$ cat src/rtl/mux_advanced_7segment.sv
// mux_advanced_7segment: priority-selects alarm/time/set word, drives four registered 7-seg codes
// and a registered alarm-match indication.
module mux_advanced_7segment (
  input  logic        clk,
  input  logic        reset,
  input  logic [15:0] alarmData,
  input  logic [15:0] timeData,
  input  logic [15:0] setData,
  input  logic        showAlarm,
  input  logic        showTime,
  input  logic        alarmOn,
  output logic [27:0] display7Segment,
  output logic        soundAlarm
);
  logic [15:0] sel_data;
  logic [27:0] display_d, display_q;
  logic        sound_d, sound_q;
  function automatic logic [6:0] seg_enc(input logic [3:0] n);
    case (n)
      4'h0: seg_enc = 7'h7E;
      4'h1: seg_enc = 7'h30;
      4'h2: seg_enc = 7'h6D;
      4'h3: seg_enc = 7'h79;
      4'h4: seg_enc = 7'h33;
      4'h5: seg_enc = 7'h5B;
      4'h6: seg_enc = 7'h5F;
      4'h7: seg_enc = 7'h70;
      4'h8: seg_enc = 7'h7F;
      4'h9: seg_enc = 7'h7B;
      4'hA: seg_enc = 7'h77;
      4'hB: seg_enc = 7'h1F;
      4'hC: seg_enc = 7'h4E;
      4'hD: seg_enc = 7'h3D;
      4'hE: seg_enc = 7'h4F;
      default: seg_enc = 7'h47;
    endcase
  endfunction
  always_comb begin
    sel_data  = showAlarm ? alarmData : (showTime ? timeData : setData);
    display_d = {seg_enc(sel_data[15:12]), seg_enc(sel_data[11:8]),
                 seg_enc(sel_data[7:4]), seg_enc(sel_data[3:0])};
    sound_d   = alarmOn && (alarmData == timeData);
  end
  always_ff @(posedge clk or posedge reset) begin
    if (reset) begin
      display_q <= '0;
      sound_q   <= 1'b0;
    end else begin
      display_q <= display_d;
      sound_q   <= sound_d;
    end
  end
  assign display7Segment = display_q;
  assign soundAlarm      = sound_q;
endmodule

$ cat config.mk
export PLATFORM = sky130hd
export DESIGN_NAME = mux_advanced_7segment
export DESIGN_NICKNAME = d
export VERILOG_FILES = /design/src/rtl/mux_advanced_7segment.sv
export SDC_FILE = /design/constraint.sdc
export NUM_CORES = 1
export LEC_CHECK = 0
export ABC_AREA = 1
export BUFFER_PORTS_ARGS = -buffer_cell sky130_fd_sc_hd__buf_2
export CAP_MARGIN = 20
export CORE_MARGIN = 2
export CORE_UTILIZATION = 55
export CTS_CLUSTER_DIAMETER = 30
export DETAILED_ROUTE_END_ITERATION = 8
export PLACE_DENSITY_LB_ADDON = 0.1
export SYNTH_ARGS = -nofsm -noshare
export SYNTH_HDL_FRONTEND = slang
export SYNTH_SLANG_ARGS = --single-unit
$ cat constraint.sdc
create_clock -name clk -period 2.2 [get_ports clk]
set_input_delay 0.33 -clock clk [delete_from_list [all_inputs] [get_ports clk]]
set_output_delay 0.33 -clock clk [all_outputs]
set_load 0.02 [all_outputs]
**After elaboration in Yosys (flattened, before gate mapping)**

Memories as Yosys holds them, arrays and structs flattened. A register that Yosys moved wholly into a read port is not among the register bits.
Cells that the tools add are included.

- Reductions and logical operators: 1
- Equal/unequal tests: 1
- Muxes and demuxes: 2

Operators by type and width:

| operator | count |
|---|---|
| 16-bit two-way mux | 2 |
| 16-bit equality test | 1 |
| 1-bit logical AND | 1 |

- Memory bits (read-only): 448
- Register bits after elaboration: 1
- Memories: 4
- Output and inout port bits: 29
- Input port bits: 53

Memory list:

| name | words | bits a word | read ports | clocked after Yosys merged registers in | write ports | line | RTL |
|---|---|---|---|---|---|---|---|
| (name not given) | 16 | 7 | 1 | 1 | 0 | 19 | `case (n)` |
| (name not given) | 16 | 7 | 1 | 1 | 0 | 19 |  |
| (name not given) | 16 | 7 | 1 | 1 | 0 | 19 |  |
| (name not given) | 16 | 7 | 1 | 1 | 0 | 19 |  |

**Logic depth before layout (Yosys ltp)**

Gate-level depths: netlist of run 1.

- Depth in word-level cells: 2
- Depth in mapped cells: 11
- Mapped depth without buffers: 10

**Least setup slack after synthesis of run 1**

Ideal clock, no wire load.

- Kind: input -> register
- From: input port showAlarm
- To: register display_q[12] (netlist: display7Segment[12])
- Setup time: 119 ps
- Path slack: 454 ps
- Stages: 9
- Data required time: 2,081 ps
- Data arrival time: 1,628 ps
- Buffers on the path: 2
- Cell sequence: inv_2 buf_6 buf_4 o21ai_0 inv_1 ha_1 inv_1 o21ai_1 nand2_1

- Longest elaborated chain between the ends: 1

Ends and longest elaborated chain:

| element | line | RTL |
|---|---|---|
| start: declaration | 9 | `input logic showAlarm,` |
| 16-bit two-way mux | 39 | `sel_data = showAlarm ? alarmData : (showTime ? timeData : setData);` |
| end: declaration | 16 | `logic [27:0] display_d, display_q;` |

Every way passes these cells.

**Worst setup path in the final report of run 1**

- From: input port showAlarm
- To: register display_q[19] (netlist: display7Segment[19])

The elaborated chain is that of the path after synthesis.

==> results of run 1 <==
==> layout make-up <==
| class | count | area (sq um) |
|---|---|---|
| Timing Repair Buffer | 84 | 428 |
| Tap cell | 52 | 65.1 |
| Multi-Input combinational cell | 276 | 1560 |
| Fill cell | 371 | 1350 |
| Inverter | 45 | 169 |
| Clock buffer | 7 | 86.3 |
| Sequential cell | 29 | 726 |
==> per-layer routing <==
| metal | wire length (um) | GRT usage, % | part of all wire (%) |
|---|---|---|---|
| met2 | 2700 | 40.7 | 49 |
| met5 | 0 | 0 | 0 |
| met4 | 69 | 7.55 | 1.2 |
| met3 | 380 | 4.22 | 6.9 |
| met1 | 2380 | 28.5 | 43 |
==> cells in the final DEF, fill, tap and decap left out, drive strengths merged, types with 3 or more instances in the layout <==
master  count
a21oi       4
buf        84
clkbuf      7
dfrtp      29
ha         28
inv        45
nand2     134
nand3      42
nand3b      4
nor2       28
o211ai      4
o21ai      21
or2         4
xor2        3
==> cells by family (layout without fill, tap and decap cells) <==
| family | count (synthesis) | in the layout | share of synthesized area [%] |
|---|---|---|---|
| compound gates | 32 | 32 | 7.29 |
| xor+xnor | 4 | 4 | 1.40 |
| fa+ha+maj | 28 | 28 | 14.0 |
| simple gates | 212 | 212 | 39.5 |
| buf+inv | 51 | 136 | 8.89 |
| flops | 29 | 29 | 29.0 |
==> how the worst max path moves through the flow <==
stage	cells past startpoint	from	endpoint
after global routing	9	showAlarm	display7Segment[12]$_DFF_PP0_
final	9	showAlarm	display7Segment[19]$_DFF_PP0_
after floorplan	9	showAlarm	display7Segment[12]$_DFF_PP0_
after CTS	9	showAlarm	display7Segment[19]$_DFF_PP0_
after global placement	9	showAlarm	display7Segment[19]$_DFF_PP0_
after detailed placement	9	showAlarm	display7Segment[19]$_DFF_PP0_
==> power by group through the flow <==
stage                     clock [mW]  sequential (mW)  combinational [mW]
after global routing           0.456            0.635               0.732
after detailed placement           0            0.637               0.649
after global placement             0            0.635               0.640
final                          0.425            0.626               0.648
after CTS                      0.435            0.627               0.652
after floorplan                    0            0.743               0.341
==> state kept, by name, summed over array words and instances, names as in the netlist <==
register and cells:
display7Segment 28, soundAlarm 1
==> per-stage QoR <==
step | instances | hold slack, ps | utilization [%] | area (sq um)
floorplan | 356 | 408 | - | 2500
global placement | 486 | 408 | 67.2 | 2940
detailed placement | 486 | 423 | 67.2 | 2940
CTS | 493 | 133 | 69.1 | 3030
global route | 493 | 153 | 69.1 | 3030
finish | 493 | 119 | 69.1 | 3030
==> run summary, run 1 <==
DP HPWL - 4580 um
Fmax - 0.574 GHz
Initial Util - 57.1%
WP data required - 2360 ps
Reg clk slew, reported paths - 60 ps
Residual DRC - 0
Total CTS buffers - 5
Final Cycle Share - 79.2%
Synthesized instance count - 356
Core area - 4380 sq um
Internal power - 1.09 mW
Synth top area share - 29.0%
Top cells by count, synth - nand2_1 (119), inv_1 (39), nand3_1 (38)
CP bufs+invs - 4
Crit path DAT - 1900 ps
Port Buffers - 81
Sw Share - 36.1%
Crit. End Element - flip-flop
Critical Path Source Type - primary input
Clk root buf - clkbuf_8
Hold Path Class - in -> async
Count leader, synth - nand2_1
Die Area - 5110 sq um
Initial antenna violation count - 0
DR iter-0 viols - 117
Pins over their slew limit - 0
RSZ-0062 raised after global routing - false
Post-synthesis async set-or-reset flop share - 100%
Vias in the first global route - 2296
NetSw - 0.614 mW
Core Rows - 24
Ranking of synthesized cells by area - dfrtp_1 (29%), nand2_1 (18%), ha_1 (14%), nand3_1 (7.6%), inv_1 (5.8%)
Mean Syn Cell Area - 7.04 sq um
CTS sink cnt - 29
Post-CTS resize count - 0
Postcts setup bufs - 0
Worst path cell trace - buf_2 > inv_2 > o211ai_1 > o21ai_1 > inv_1 > ha_1 > inv_1 > o21ai_1 > nand2_1
H-tree Lvls - 2
Largest net degree at the start of global routing - 30
CP max stage cell - ha_1
Placer Congestion - 0.875
Pre-CTS WS - 170 ps
Layout net count - 522
Min setup slack post-route - 457 ps
Slew HR - 69.6%
MaxCap Viol Count - 0
Top_reg_cell synth - dfrtp_1
Logic pwr share - 38.1%
Vias - 2447
Peak VDD IR - 0.279 mV
Final min period - 1740 ps
Final hold vios - 0
Drt first pass iters - 5
Synthesized Nets - 437
Final setup violation count - 0
Global-route wire length before repair - 9550 um
Routed len/inst - 11.2 um
Critical path class - in -> reg
Yosys Warn Count - 0
Post-route ant nets - 0
IO Count - 82
Seq cells post-synth - 29
Sequential cell fraction of total power - 36.9%
Grt ovf - 0
CTS tree - done
CTS Buffer Depth - 2
Hold buffer count at cts - 0
Diodes inserted - 0
Die H - 71.5 um
Post-synthesis sequential area ratio - 29.0%
CP delay by family, top - buffers and inverters
Layout cells sized above 1 - 27.0%
Synth area leader - dfrtp_1
Setup TNS - 0 ps
Power Density - 561 nW/um^2
Number of flops mapped to enable cells by yosys - 0
Clk pwr share - 25.0%
Area grow syn2layout - 21.0%
Final Power - 1.70 mW
Die Width - 71.5 um
CP max stage delay - 340 ps
Mapped Area - 2500 sq um
GRT Resource Usage Total - 23.1%
Leak - 1.74 nW
DRT Wirelength - 5530 um
Unique masters post-synth - 26
Max FO, Critical Path - 21
Vias per cell - 4.96
Worst slew pin tran - 453 ps
Outcome - complete, no violations
(Power assumes the default switching activity.)
==> run 2, diff against run 1 <==
Settings changed: ABC_AREA 1 to 0, CORE_UTILIZATION 55 to 52.
Clock period 2.2 ns to 1.74 ns, I/O delays scaled along.
==> run summary, run 2 <==
Final min period - 1530 ps
Top cells by count, synth - dfrtp_1 (29), ha_1 (28), mux2i_1 (27)
Die Area - 5530 sq um
Vias in the first global route - 2098
Fill count - 407
Pre-CTS WS - -78.5 ps
Grt ovf - 0
Synthesized Nets - 337
CP bufs+invs - 3
Logic pwr share - 42.5%
IO Count - 82
Sequential cell fraction of total power - 34.6%
Commonest non-fill, non-tap cell in the layout - buf_2
Routed len/inst - 13.7 um
Mean Syn Cell Area - 10.1 sq um
Crit path DAT - 1710 ps
Worst slew pin tran - 619 ps
Unique masters post-synth - 37
Postcts setup bufs - 0
Sw Share - 35.2%
MaxCap Viol Count - 0
Max FO, Critical Path - 12
Critical path class - in -> reg
Fmax - 0.652 GHz
Peak VDD IR - 0.281 mV
Worst path cell trace - buf_2 > buf_12 > mux2i_1 > o21ai_2 > inv_1 > ha_1 > nor3b_1 > a211oi_1
Vias - 2215
DP HPWL - 4810 um
Hold buffer count at cts - 0
Final setup violation count - 0
RSZ-0062 raised after global routing - false
Ranking of synthesized cells by area - dfrtp_1 (28%), ha_1 (14%), mux2i_1 (11%), xnor2_1 (8.2%), mux2i_4 (3.5%)
GRT Resource Usage Total - 22.0%
Final Cycle Share - 88.2%
Post-synthesis sequential area ratio - 28.2%
Leak - 1.56 nW
Clk root buf - clkbuf_8
Slew HR - 58.3%
Internal power - 1.48 mW
Diodes inserted - 0
Yosys Warn Count - 0
Area grow syn2layout - 28.0%
Setup TNS - 0 ps
Mapped Area - 2570 sq um
DR iter-0 viols - 88
Count leader, synth - dfrtp_1
Min setup slack post-route - 205 ps
Non-Filler Instances - 422
Critical Path Source Type - primary input
NetSw - 0.800 mW
Final hold vios - 0
H-tree Lvls - 2
Die H - 74.4 um
Reg clk slew, reported paths - 60 ps
Total CTS buffers - 5
Largest net degree at the start of global routing - 30
Power Density - 691 nW/um^2
Synth area leader - dfrtp_1
Die Width - 74.4 um
Port Buffers - 81
Top_reg_cell synth - dfrtp_1
Core area - 4750 sq um
CP delay by family, top - compound AO/OA/AOI/OAI gates
Drt first pass iters - 4
Number of flops mapped to enable cells by yosys - 0
DRT Wirelength - 5790 um
Max FFs per register - 28
Placer Congestion - 0.832
WP data required - 1910 ps
Synthesized instance count - 256
Residual DRC - 0
Clk pwr share - 22.9%
CTS sink cnt - 29
Crit. End Element - flip-flop
CP max stage delay - 250 ps
Layout net count - 435
Hold Path Class - in -> async
Synth top area share - 28.2%
Layout cells sized above 1 - 36.3%
Initial Util - 54.1%
CTS Buffer Depth - 2
Outcome - complete, no violations
Pins over their slew limit - 0
Placed insts - 414
Core Rows - 25
Post-CTS resize count - 0
Post-synthesis async set-or-reset flop share - 100%
Seq cells post-synth - 29
Global-route wire length before repair - 9470 um
Post-route ant nets - 0
CTS tree - done
CP max stage cell - ha_1
Commonest non-fill, non-tap cells in the layout - buf_2 (81), dfrtp_1 (29), mux2i_1 (27), ha_1 (27), xnor2_1 (24)
Initial antenna violation count - 0
Vias per cell - 5.25
-- run 2: how the worst max path moves through the flow --
stage                         from                       endpoint  depth (start not counted)
after floorplan           showTime   display7Segment[3]$_DFF_PP0_                          8
after global placement    showTime  display7Segment[13]$_DFF_PP0_                          8
after detailed placement  showTime  display7Segment[13]$_DFF_PP0_                          8
after CTS                 showTime  display7Segment[13]$_DFF_PP0_                          8
after global routing      showTime  display7Segment[20]$_DFF_PP0_                          9
final                     showTime  display7Segment[13]$_DFF_PP0_                          8
-- run 2: power by group through the flow --
stage | Combinational [mW] | Sequential (mW) | Clock [mW]
after floorplan | 0.509 | 0.929 | 0
after global placement | 0.954 | 0.799 | 0
after detailed placement | 0.970 | 0.800 | 0
after CTS | 0.973 | 0.788 | 0.533
after global routing | 1.06 | 0.797 | 0.564
final | 0.967 | 0.787 | 0.521
-- run 2: logic make-up after synthesis --
kind of cell,synth area share (%)
and+or+nand+nor,10.9
buffers and inverters,5.69
DFF,28.2
AOI/OAI and AO/OA,15.7
adders and majority gates,13.6
muxes,16.3
xor gates and xnor gates,9.53
-- run 2: layout make-up --
cell class              count  area, sq um  area share [%]
clock buffers               8         80.1            2.43
inverters                  15         56.3            1.71
multi-input cells         202         1730            52.5
flip-flops and latches     29          726            22.0
repair buffers            101          618            18.8
well taps                  67         83.8            2.55
-- run 2: tightest hold or removal path, cell delays in order --
cell,delay [ps]
buf_2,90
inv_1,40
buf_4,330
-- run 2: layer usage --
metal / up-vias / track usage (%) / share of wire, %
li1: 1108 / - / -
met4: 0 / 5.36 / 1.0
met2: 65 / 38.9 / 50
met5: - / 0 / 0
met3: 5 / 2.57 / 5.2
met1: 1037 / 28.9 / 44
-- run 2: through the flow --
stage	hold slack, ps	instance area [sq um]	utilization [%]	power [mW]
global placement	349	3210	67.6	1.75
CTS	54.1	3290	69.3	2.29
detailed placement	347	3210	67.6	1.77
global route	71.3	3290	69.3	2.42
finish	37.5	3290	69.3	2.28
floorplan	339	2620	-	1.44
